**src/rtl/fc_pkg.sv**
```systemverilog
// Shared constants, FSM encoding and score unpacking for the FC2 result reader.
package fc_pkg;
    localparam int DATA_WIDTH             = 8;
    localparam int DATA_NUM_PER_SRAM_ADDR = 4;
    localparam int NUM_CLASS              = 10;
    localparam int F_ADDR_WIDTH           = 6;
    localparam int WORD_WIDTH             = DATA_WIDTH * DATA_NUM_PER_SRAM_ADDR;
    localparam int IDX_WIDTH              = 4;

    typedef enum logic [2:0] {
        ST_IDLE  = 3'd0,
        ST_FETCH = 3'd1,
        ST_WAIT  = 3'd2,
        ST_EMIT  = 3'd3,
        ST_DONE  = 3'd4
    } state_t;

    // Element 0 of a word lives in the most significant byte.
    function automatic logic [1:0] lane_of(input logic [IDX_WIDTH-1:0] k);
        return 2'd3 - k[1:0];
    endfunction

    function automatic logic [DATA_WIDTH-1:0] pick_score(input logic [WORD_WIDTH-1:0] word,
                                                          input logic [IDX_WIDTH-1:0] k);
        return word[lane_of(k)*DATA_WIDTH +: DATA_WIDTH];
    endfunction
endpackage

```
**src/rtl/argmax_tracker.sv**
```systemverilog
// Running signed argmax; first accepted score always wins, ties keep the lower index.
module argmax_tracker
    import fc_pkg::*;
(
    input  logic                  clk,
    input  logic                  srstn,
    input  logic                  init,
    input  logic                  upd,
    input  logic                  first,
    input  logic [DATA_WIDTH-1:0] score,
    input  logic [IDX_WIDTH-1:0]  idx,
    output logic [DATA_WIDTH-1:0] max_val,
    output logic [IDX_WIDTH-1:0]  max_class
);
    logic take;

    assign take = upd && (first || ($signed(score) > $signed(max_val)));

    always_ff @(posedge clk) begin
        if (!srstn) begin
            max_val   <= '0;
            max_class <= '0;
        end else if (init) begin
            max_val   <= {1'b1, {(DATA_WIDTH-1){1'b0}}};
            max_class <= '0;
        end else if (take) begin
            max_val   <= score;
            max_class <= idx;
        end
    end
endmodule

```
**src/rtl/fc_result_reader.sv**
```systemverilog
// Reads the packed FC2 scores from sram f, streams them out and publishes the argmax.
module fc_result_reader
    import fc_pkg::*;
(
    input  logic                    clk,
    input  logic                    srstn,
    input  logic                    fc2_done,
    output logic [F_ADDR_WIDTH-1:0] sram_raddr_f,
    input  logic [WORD_WIDTH-1:0]   sram_rdata_f,
    output logic                    score_valid,
    input  logic                    score_ready,
    output logic [DATA_WIDTH-1:0]   score_data,
    output logic [IDX_WIDTH-1:0]    score_idx,
    output logic                    result_valid,
    output logic [IDX_WIDTH-1:0]    result_class,
    output logic [DATA_WIDTH-1:0]   result_max,
    output logic                    busy
);
    localparam logic [IDX_WIDTH-1:0] LAST_IDX = IDX_WIDTH'(NUM_CLASS - 1);

    state_t                  state;
    logic [IDX_WIDTH-1:0]    idx;
    logic [F_ADDR_WIDTH-1:0] addr;
    logic [WORD_WIDTH-1:0]   word_buf;
    logic                    start_pending;
    logic                    start;
    logic                    handshake;
    logic [DATA_WIDTH-1:0]   trk_max;
    logic [IDX_WIDTH-1:0]    trk_class;

    assign start     = fc2_done || start_pending;
    assign handshake = (state == ST_EMIT) && score_ready;

    assign sram_raddr_f = addr;
    assign score_valid  = (state == ST_EMIT);
    assign score_data   = pick_score(word_buf, idx);
    assign score_idx    = idx;
    assign busy         = (state != ST_IDLE);

    argmax_tracker u_argmax (
        .clk       (clk),
        .srstn     (srstn),
        .init      ((state == ST_IDLE) && start),
        .upd       (handshake),
        .first     (idx == '0),
        .score     (score_data),
        .idx       (idx),
        .max_val   (trk_max),
        .max_class (trk_class)
    );

    always_ff @(posedge clk) begin
        if (!srstn) begin
            state         <= ST_IDLE;
            idx           <= '0;
            addr          <= '0;
            word_buf      <= '0;
            start_pending <= 1'b0;
            result_valid  <= 1'b0;
            result_class  <= '0;
            result_max    <= '0;
        end else begin
            // Starts arriving while busy (including the DONE cycle) collapse into one rerun.
            if (state == ST_IDLE) start_pending <= 1'b0;
            else                  start_pending <= start_pending || fc2_done;

            case (state)
                ST_IDLE: begin
                    if (start) begin
                        state        <= ST_FETCH;
                        result_valid <= 1'b0;
                        addr         <= '0;
                        idx          <= '0;
                    end
                end
                ST_FETCH: state <= ST_WAIT;
                ST_WAIT: begin
                    word_buf <= sram_rdata_f;
                    state    <= ST_EMIT;
                end
                ST_EMIT: begin
                    if (score_ready) begin
                        idx <= idx + 1'b1;
                        if (idx == LAST_IDX) begin
                            state <= ST_DONE;
                        end else if (idx[1:0] == 2'd3) begin
                            state <= ST_FETCH;
                            addr  <= addr + 1'b1;
                        end
                    end
                end
                ST_DONE: begin
                    result_valid <= 1'b1;
                    result_class <= trk_class;
                    result_max   <= trk_max;
                    state        <= ST_IDLE;
                end
                default: state <= ST_IDLE;
            endcase
        end
    end
endmodule

```
**config.mk**
```make
export PLATFORM = sky130hd
export DESIGN_NAME = fc_result_reader
export DESIGN_NICKNAME = d
export VERILOG_FILES = /design/src/rtl/fc_pkg.sv /design/src/rtl/argmax_tracker.sv /design/src/rtl/fc_result_reader.sv
export SDC_FILE = /design/constraint.sdc
export NUM_CORES = 1
export LEC_CHECK = 0
export BUFFER_PORTS_ARGS = -buffer_cell sky130_fd_sc_hd__buf_2
export CAP_MARGIN = 30
export CORE_MARGIN = 3
export CORE_UTILIZATION = 35
export CTS_CLUSTER_DIAMETER = 100
export CTS_CLUSTER_SIZE = 30
export DETAILED_ROUTE_END_ITERATION = 7
export PLACE_DENSITY = 0.58
export SYNTH_ARGS = -nofsm -noshare
export SYNTH_HDL_FRONTEND = slang
export SYNTH_HIERARCHICAL = 1
export SYNTH_SLANG_ARGS = --single-unit
```
**constraint.sdc**
```tcl
create_clock -name clk -period 3.7 [get_ports clk]
set_input_delay 0 -clock clk [delete_from_list [all_inputs] [get_ports clk]]
set_output_delay 0 -clock clk [all_outputs]
set_load 0.02 [all_outputs]
```
# Word-level counts from Yosys, hierarchy flattened
# Index checks and enable logic that the tools add are counted.
dict set report totals {
  output_inout_bits 33
  reg_bits 71
  word_cells 62
}
dict set report op_classes {
  shift 1
  n_eq_ne 11
  mux 17
  add_sub_neg 3
  bitwise 1
  n_reduce_logical 17
  magnitude_cmp 1
}
# cell n
set ops {}
lappend ops {{32-bit by 6-bit variable part select with 8-bit output} 1}
lappend ops {{6-bit 2-to-1 mux} 4}
lappend ops {{8-bit 2-to-1 mux} 2}
lappend ops {{3-bit 2-to-1 mux} 4}
lappend ops {{3-bit one-hot mux with 4 select lines} 1}
lappend ops {{6-bit one-hot mux with 2 select lines} 1}
lappend ops {{8-bit greater-than comparator} 1}
lappend ops {{4-bit 2-to-1 mux} 2}
lappend ops {{4-bit one-hot mux with 2 select lines} 1}
lappend ops {{6-bit by 1-bit adder with 6-bit output (second input constant)} 1}
lappend ops {{3-bit by 2-bit == test with 1-bit output (second input constant)} 2}
lappend ops {{3-bit AND reduction} 2}
lappend ops {{2-bit nonzero test} 3}
lappend ops {{5-bit AND reduction} 1}
lappend ops {{4-bit by 1-bit adder with 4-bit output (second input constant)} 1}
lappend ops {{4-bit == test (second input constant)} 1}
lappend ops {{4-bit zero test} 1}
lappend ops {{2-bit by 1-bit != test with 1-bit output (second input constant)} 2}
lappend ops {{2-bit != test (second input constant)} 2}
lappend ops {{2-bit OR reduction} 2}
lappend ops {{3-bit by 1-bit == test with 1-bit output (second input constant)} 1}
lappend ops {{3-bit == test (second input constant)} 1}
lappend ops {{1-bit logical AND} 3}
lappend ops {{3-bit zero test} 1}
lappend ops {{other kinds (9)} 10}

# Logic depth before layout (Yosys ltp)
dict set report logic_depth {
  word_depth 7
  depth_mapped 10
  ltp_nobuf 8
}

# Hierarchy
# The synthesis kept the hierarchy.
# mod cells_per_inst area_each_um2 seq_area_each_um2 instances
set by_module_without_submodules {}
lappend by_module_without_submodules {fc_result_reader 298 2496.1 1181.1 1}
lappend by_module_without_submodules {argmax_tracker 84 719.4 240.2 1}

# Worst setup path before layout
# No wires, ideal clock.
dict set report synth_path {
  path_type {register -> register}
  from {reg idx[0], in the netlist score_idx[0]}
  to {reg u_argmax.max_class[0]}
  path_buffers 2
  path_slack_ns 0.781
  t_arrival_ns 2.799
  synth_period_minus_slack_ns 2.919
  setup_ns 0.120
  stages_incl_launch_ff 9
  path_cell_list {dfxtp_1 > buf_2 > mux4_2 > ha_1 > or4b_4 > a21oi_4 > a21oi_2 > buf_6 > mux2i_1}
}
dict set report synth_between {
  elab_chain_cells 5
  word_cells_on_any_way 6
  classes_between {add/sub: 1; order compare: 1; shift: 1; reduce/logical: 3}
}
# item line
set synth_lines {}
lappend synth_lines {{start: declaration} fc_result_reader.sv:22} ;# logic [IDX_WIDTH-1:0] idx;
lappend synth_lines {{start signal: assignment} fc_result_reader.sv:83} ;# idx <= idx + 1'b1;
lappend synth_lines {{2-bit subtractor} fc_pkg.sv:20} ;# return 2'd3 - k[1:0];
lappend synth_lines {{32-bit by 6-bit variable part select with 8-bit output} fc_pkg.sv:25} ;# return word[lane_of(k)*DATA_WIDTH +: DATA_WIDTH];
lappend synth_lines {{via score_data[7]} fc_result_reader.sv:12} ;# output logic [DATA_WIDTH-1:0] score_data,
lappend synth_lines {{8-bit greater-than comparator} argmax_tracker.sv:17} ;# assign take = upd && (first || ($signed(score) > $signed(max_val)));
lappend synth_lines {{1-bit logical OR} argmax_tracker.sv:17}
lappend synth_lines {{1-bit logical AND} argmax_tracker.sv:17}
lappend synth_lines {{end signal: assignment} argmax_tracker.sv:28} ;# max_class <= idx;
lappend synth_lines {{end: declaration} argmax_tracker.sv:13} ;# output logic [IDX_WIDTH-1:0] max_class
# The timed path passes the listed nets, and every way through them passes these cells.
# A chain may end at the register's enable or synchronous reset.

# Final worst setup path
dict set report layout_path {
  from {reg idx[0], in the netlist score_idx[0]}
  to {reg u_argmax.max_val[3]}
}
dict set report layout_between {
  elab_chain_cells 5
  word_cells_on_any_way 6
  classes_between {add/sub: 1; order compare: 1; shift: 1; reduce/logical: 3}
}
# item line
set layout_lines {}
lappend layout_lines {{2-bit subtractor} fc_pkg.sv:20}
lappend layout_lines {{32-bit by 6-bit variable part select with 8-bit output} fc_pkg.sv:25}
lappend layout_lines {{8-bit greater-than comparator} argmax_tracker.sv:17}
lappend layout_lines {{1-bit logical OR} argmax_tracker.sv:17}
lappend layout_lines {{1-bit logical AND} argmax_tracker.sv:17}
lappend layout_lines {{end signal: assignment} argmax_tracker.sv:24} ;# max_val <= {1'b1, {(DATA_WIDTH-1){1'b0}}};
lappend layout_lines {{end signal: assignment} argmax_tracker.sv:27} ;# max_val <= score;
lappend layout_lines {{end: declaration} argmax_tracker.sv:12} ;# output logic [DATA_WIDTH-1:0] max_val,
# Parallel ways exist; a longest one is shown, timed or not.

==> impl_metrics.py <==
metrics = {
    "detailed_routing": {
        "drc": 0,
        "ant_nets": 0,
        "vias": 2858,
        "drt_wl_total_um": 7820,
        "avgRoutedWirePerCell_um": 13.3,
        "drt_iter0_markers": 119,
        "via_per_inst": 4.86,
        "drtPass1Iterations": 4,
    },
    "global_route": {
        "grt_pass1_wl_um": 12900,
        "grt_max_degree": 36,
        "antenna_found_initial": 0,
        "grt_pass1_vias": 2696,
        "track_usage_pct": 15.7,
        "grt-ovfl-total": 0,
    },
    "floorplan": {
        "die_h_um": 102,
        "die_w_um": 102,
        "start_util_pct": 36.5,
        "coreArea_um2": 8810,
        "io_pins": 69,
        "die_area_um2": 10400,
        "row_count": 34,
    },
    "timing": {
        "rsz0062_at_grt": "false",
        "maxSlewHeadroom_pct": 44.2,
        "finalClockSkew_ns": 0.0108,
        "hold_violations": 0,
        "worst_pin_slew_ns": 0.838,
        "min_period_over_period_pct": 84.2,
        "setup_viol": 0,
        "finalSetupTns_ns": 0,
        "drv_slew": 0,
        "fmax_ghz": 0.321,
        "period_minus_slack_ns": 3.12,
    },
    "yosys": {
        "synth_compound_area_share_pct": 13.7,
        "syn_nets": 430,
        "synth_enable_flop_cells": 0,
        "synth_area_um2": 3220,
        "synth-main-ff-cell": "dfxtp_1",
        "synth-xor-area-share_pct": 0,
        "synth_fa_ha_area_share_pct": 4.67,
        "synth_cell_types": 46,
        "synth_async_sr_flop_share_pct": 0,
        "synthCells": 382,
        "synth-simple-area-share_pct": 23.4,
        "synth.avg_cell_area_um2": 8.42,
        "synth.area.mux_share_pct": 9.03,
        "yosys_warnings": 6,
        "ys_ff_latch": 71,
        "synth_top_family_by_area": "simple AND/OR/NAND/NOR gates",
        "ys_seq_area_share_pct": 44.2,
    },
    "cells_and_area": {
        "syn2layout_area_growth_pct": 28.9,
        "fillCellCount": 886,
        "antenna_cells": 0,
        "multiInputGateArea_um2": 1640,
        "fin_nets": 523,
        "layout-drive-gt1-share_pct": 21.5,
        "ff_latch_area_um2": 1420,
    },
    "power_and_ir_drop": {
        "p_leak_nw": 1.64,
        "total_power_mw": 1.65,
        "p_per_area_nw_per_um2": 398,
        "vdd_drop_max_mv": 0.237,
    },
    "worst_setup_path": {
        "cp_data_required_time_ns": 3.97,
        "crit_type": "reg2reg",
        "arrival_ns": 3.38,
        "cp-end-kind": "flop",
        "crit_start": "score_idx[0]",
        "cp-start-kind": "flop",
        "reg2regPathDepth": 8,
        "r2r_start": "score_idx[0]",
        "regToRegEndpoint": "u_argmax/max_val[3]",
        "reg2reg_slack_ns": 0.58,
        "crit_end": "u_argmax/max_val[3]",
        "crit_fanout": 12,
    },
    "placed_design": {
        "gp_congestion": 0.852,
        "port_buffers": 68,
        "dp_hpwl_um": 5470,
    },
    "clock_network": {
        "cts_max_level": 3,
        "postCtsSetupBuffers": 0,
        "cts_buffers": 9,
        "cts.sinks": 71,
        "root_buffer": "clkbuf_8",
        "hold_buffers": 33,
        "cts_tree": "done",
        "clkTransAtPathRegs_ns": 0.08,
        "cts_buffer_depth": 2,
        "cts-resized-gates": 0,
        "worstSkewPairLatency_ns": 0.34,
    },
    "job": {
        "cap_violations": 0,
    },
    "worst_hold_path": {
        "worstHoldStart": "srstn",
        "hp-class": "in2reg",
    },
    "outcome": {
        "status": "complete, no violations",
    },
}
state kept, by name, indices dropped and copies added, names as in the netlist:
| register | cells |
|---|---|
| state | 3 |
| sram_raddr_f | 6 |
| result_class | 4 |
| start_pending | 1 |
| word_buf | 32 |
| result_max | 8 |
| u_argmax/max_class | 4 |
| u_argmax/max_val | 8 |
| result_valid | 1 |
| score_idx | 4 |
per-stage QoR:
step	worst slack [ns]	utilization [%]	hold WS [ns]	instance area, µm²	cells
2_1_floorplan	0.781	-	0.120	3220	382
3_3_place_gp	0.740	41.1	0.242	3620	539
3_5_place_dp	0.588	41.1	0.245	3620	539
4_1_cts	0.558	47.1	0.0376	4150	588
5_1_grt	0.347	47.1	0.0544	4150	588
6_report	0.585	47.1	0.0453	4150	588
metal layers:
layer | part of all wire (%) | track usage, %
met4 | 2.3 | 7.16
met5 | 0 | 0
met2 | 45 | 24.1
met1 | 47 | 20.7
met3 | 6.3 | 4.37
synthesized netlist by cell type (2+ instances only):
cell	number	area, µm²
a21o_1	2	15.0
a21oi_1	51	255
and3_1	3	18.8
and4b_1	2	20.0
buf_2	9	45.0
clkbuf_1	12	45.0
dfxtp_1	71	1420
ha_1	12	150
inv_1	13	48.8
mux2i_1	11	110
mux4_2	8	180
nand2_1	125	469
nand3_1	7	35.0
nand3b_1	2	15.0
nand4_1	3	18.8
nor2_1	8	30.0
nor2b_1	2	12.5
nor3_1	3	15.0
nor3b_1	2	15.0
o211ai_1	2	15.0
o21ai_0	6	30.0
o31a_1	3	26.3
or3_1	2	12.5
worst max-delay path: stages (launching register included):
cell     delay (ns)
dfxtp_1        0.52
buf_4          0.27
mux4_2         0.56
ha_1           0.37
nand4_1        0.16
or3_1          0.12
nand3_1        0.11
a21oi_2        0.66
mux2i_1        0.27
cells by family after synthesis:
| family | count (synthesis) |
|---|---|
| AO/OA/AOI/OAI | 75 |
| adder cells (fa/ha/maj) | 12 |
| buffers and inverters | 37 |
| flip-flops | 71 |
| multiplexers | 19 |
| AND/OR/NAND/NOR | 168 |
placed cells by master (no fill, tap or decap), types with 3 or more instances in the layout:
| master | synthesis | final |
|---|---|---|
| ha_1 | 12 | 12 |
| nor2_1 | 8 | 8 |
| buf_2 | 9 | 68 |
| clkbuf_8 | 0 | 10 |
| and3_1 | 3 | 3 |
| inv_1 | 13 | 13 |
| nand3_1 | 7 | 7 |
| a21oi_1 | 51 | 51 |
| buf_4 | 1 | 4 |
| o21ai_0 | 6 | 6 |
| nand2_1 | 125 | 125 |
| o31a_1 | 3 | 3 |
| dfxtp_1 | 71 | 71 |
| nand4_1 | 3 | 3 |
| nor3_1 | 3 | 3 |
| dlygate4sd3_1 | 0 | 33 |
| mux2i_1 | 11 | 11 |
| mux4_2 | 8 | 8 |
power breakdown:
group	switching [mW]	internal, mW
registers	0.0190	0.792
logic	0.123	0.0968
clock network	0.289	0.330
how the worst min path moves through the flow:
stage                     endpoint  slack, ns  cells past startpoint
3_5_place_dp           word_buf[6]       0.25                      3
3_3_place_gp           word_buf[5]       0.24                      3
4_1_cts            sram_raddr_f[4]       0.04                      3
2_1_floorplan  u_argmax/max_val[7]       0.12                      2
6_report           sram_raddr_f[1]       0.05                      3
5_1_grt            sram_raddr_f[1]       0.05                      3
final cells by class:
type	instances	share of cell area [%]
Tap cell	108	3.26
Sequential cell	71	34.3
Clock buffer	11	3.41
Multi-Input combinational cell	274	39.5
Inverter	14	1.27
Timing Repair Buffer	105	16.9
Clock inverter	5	1.39
Note: power is estimated with default switching activity, not from simulation.
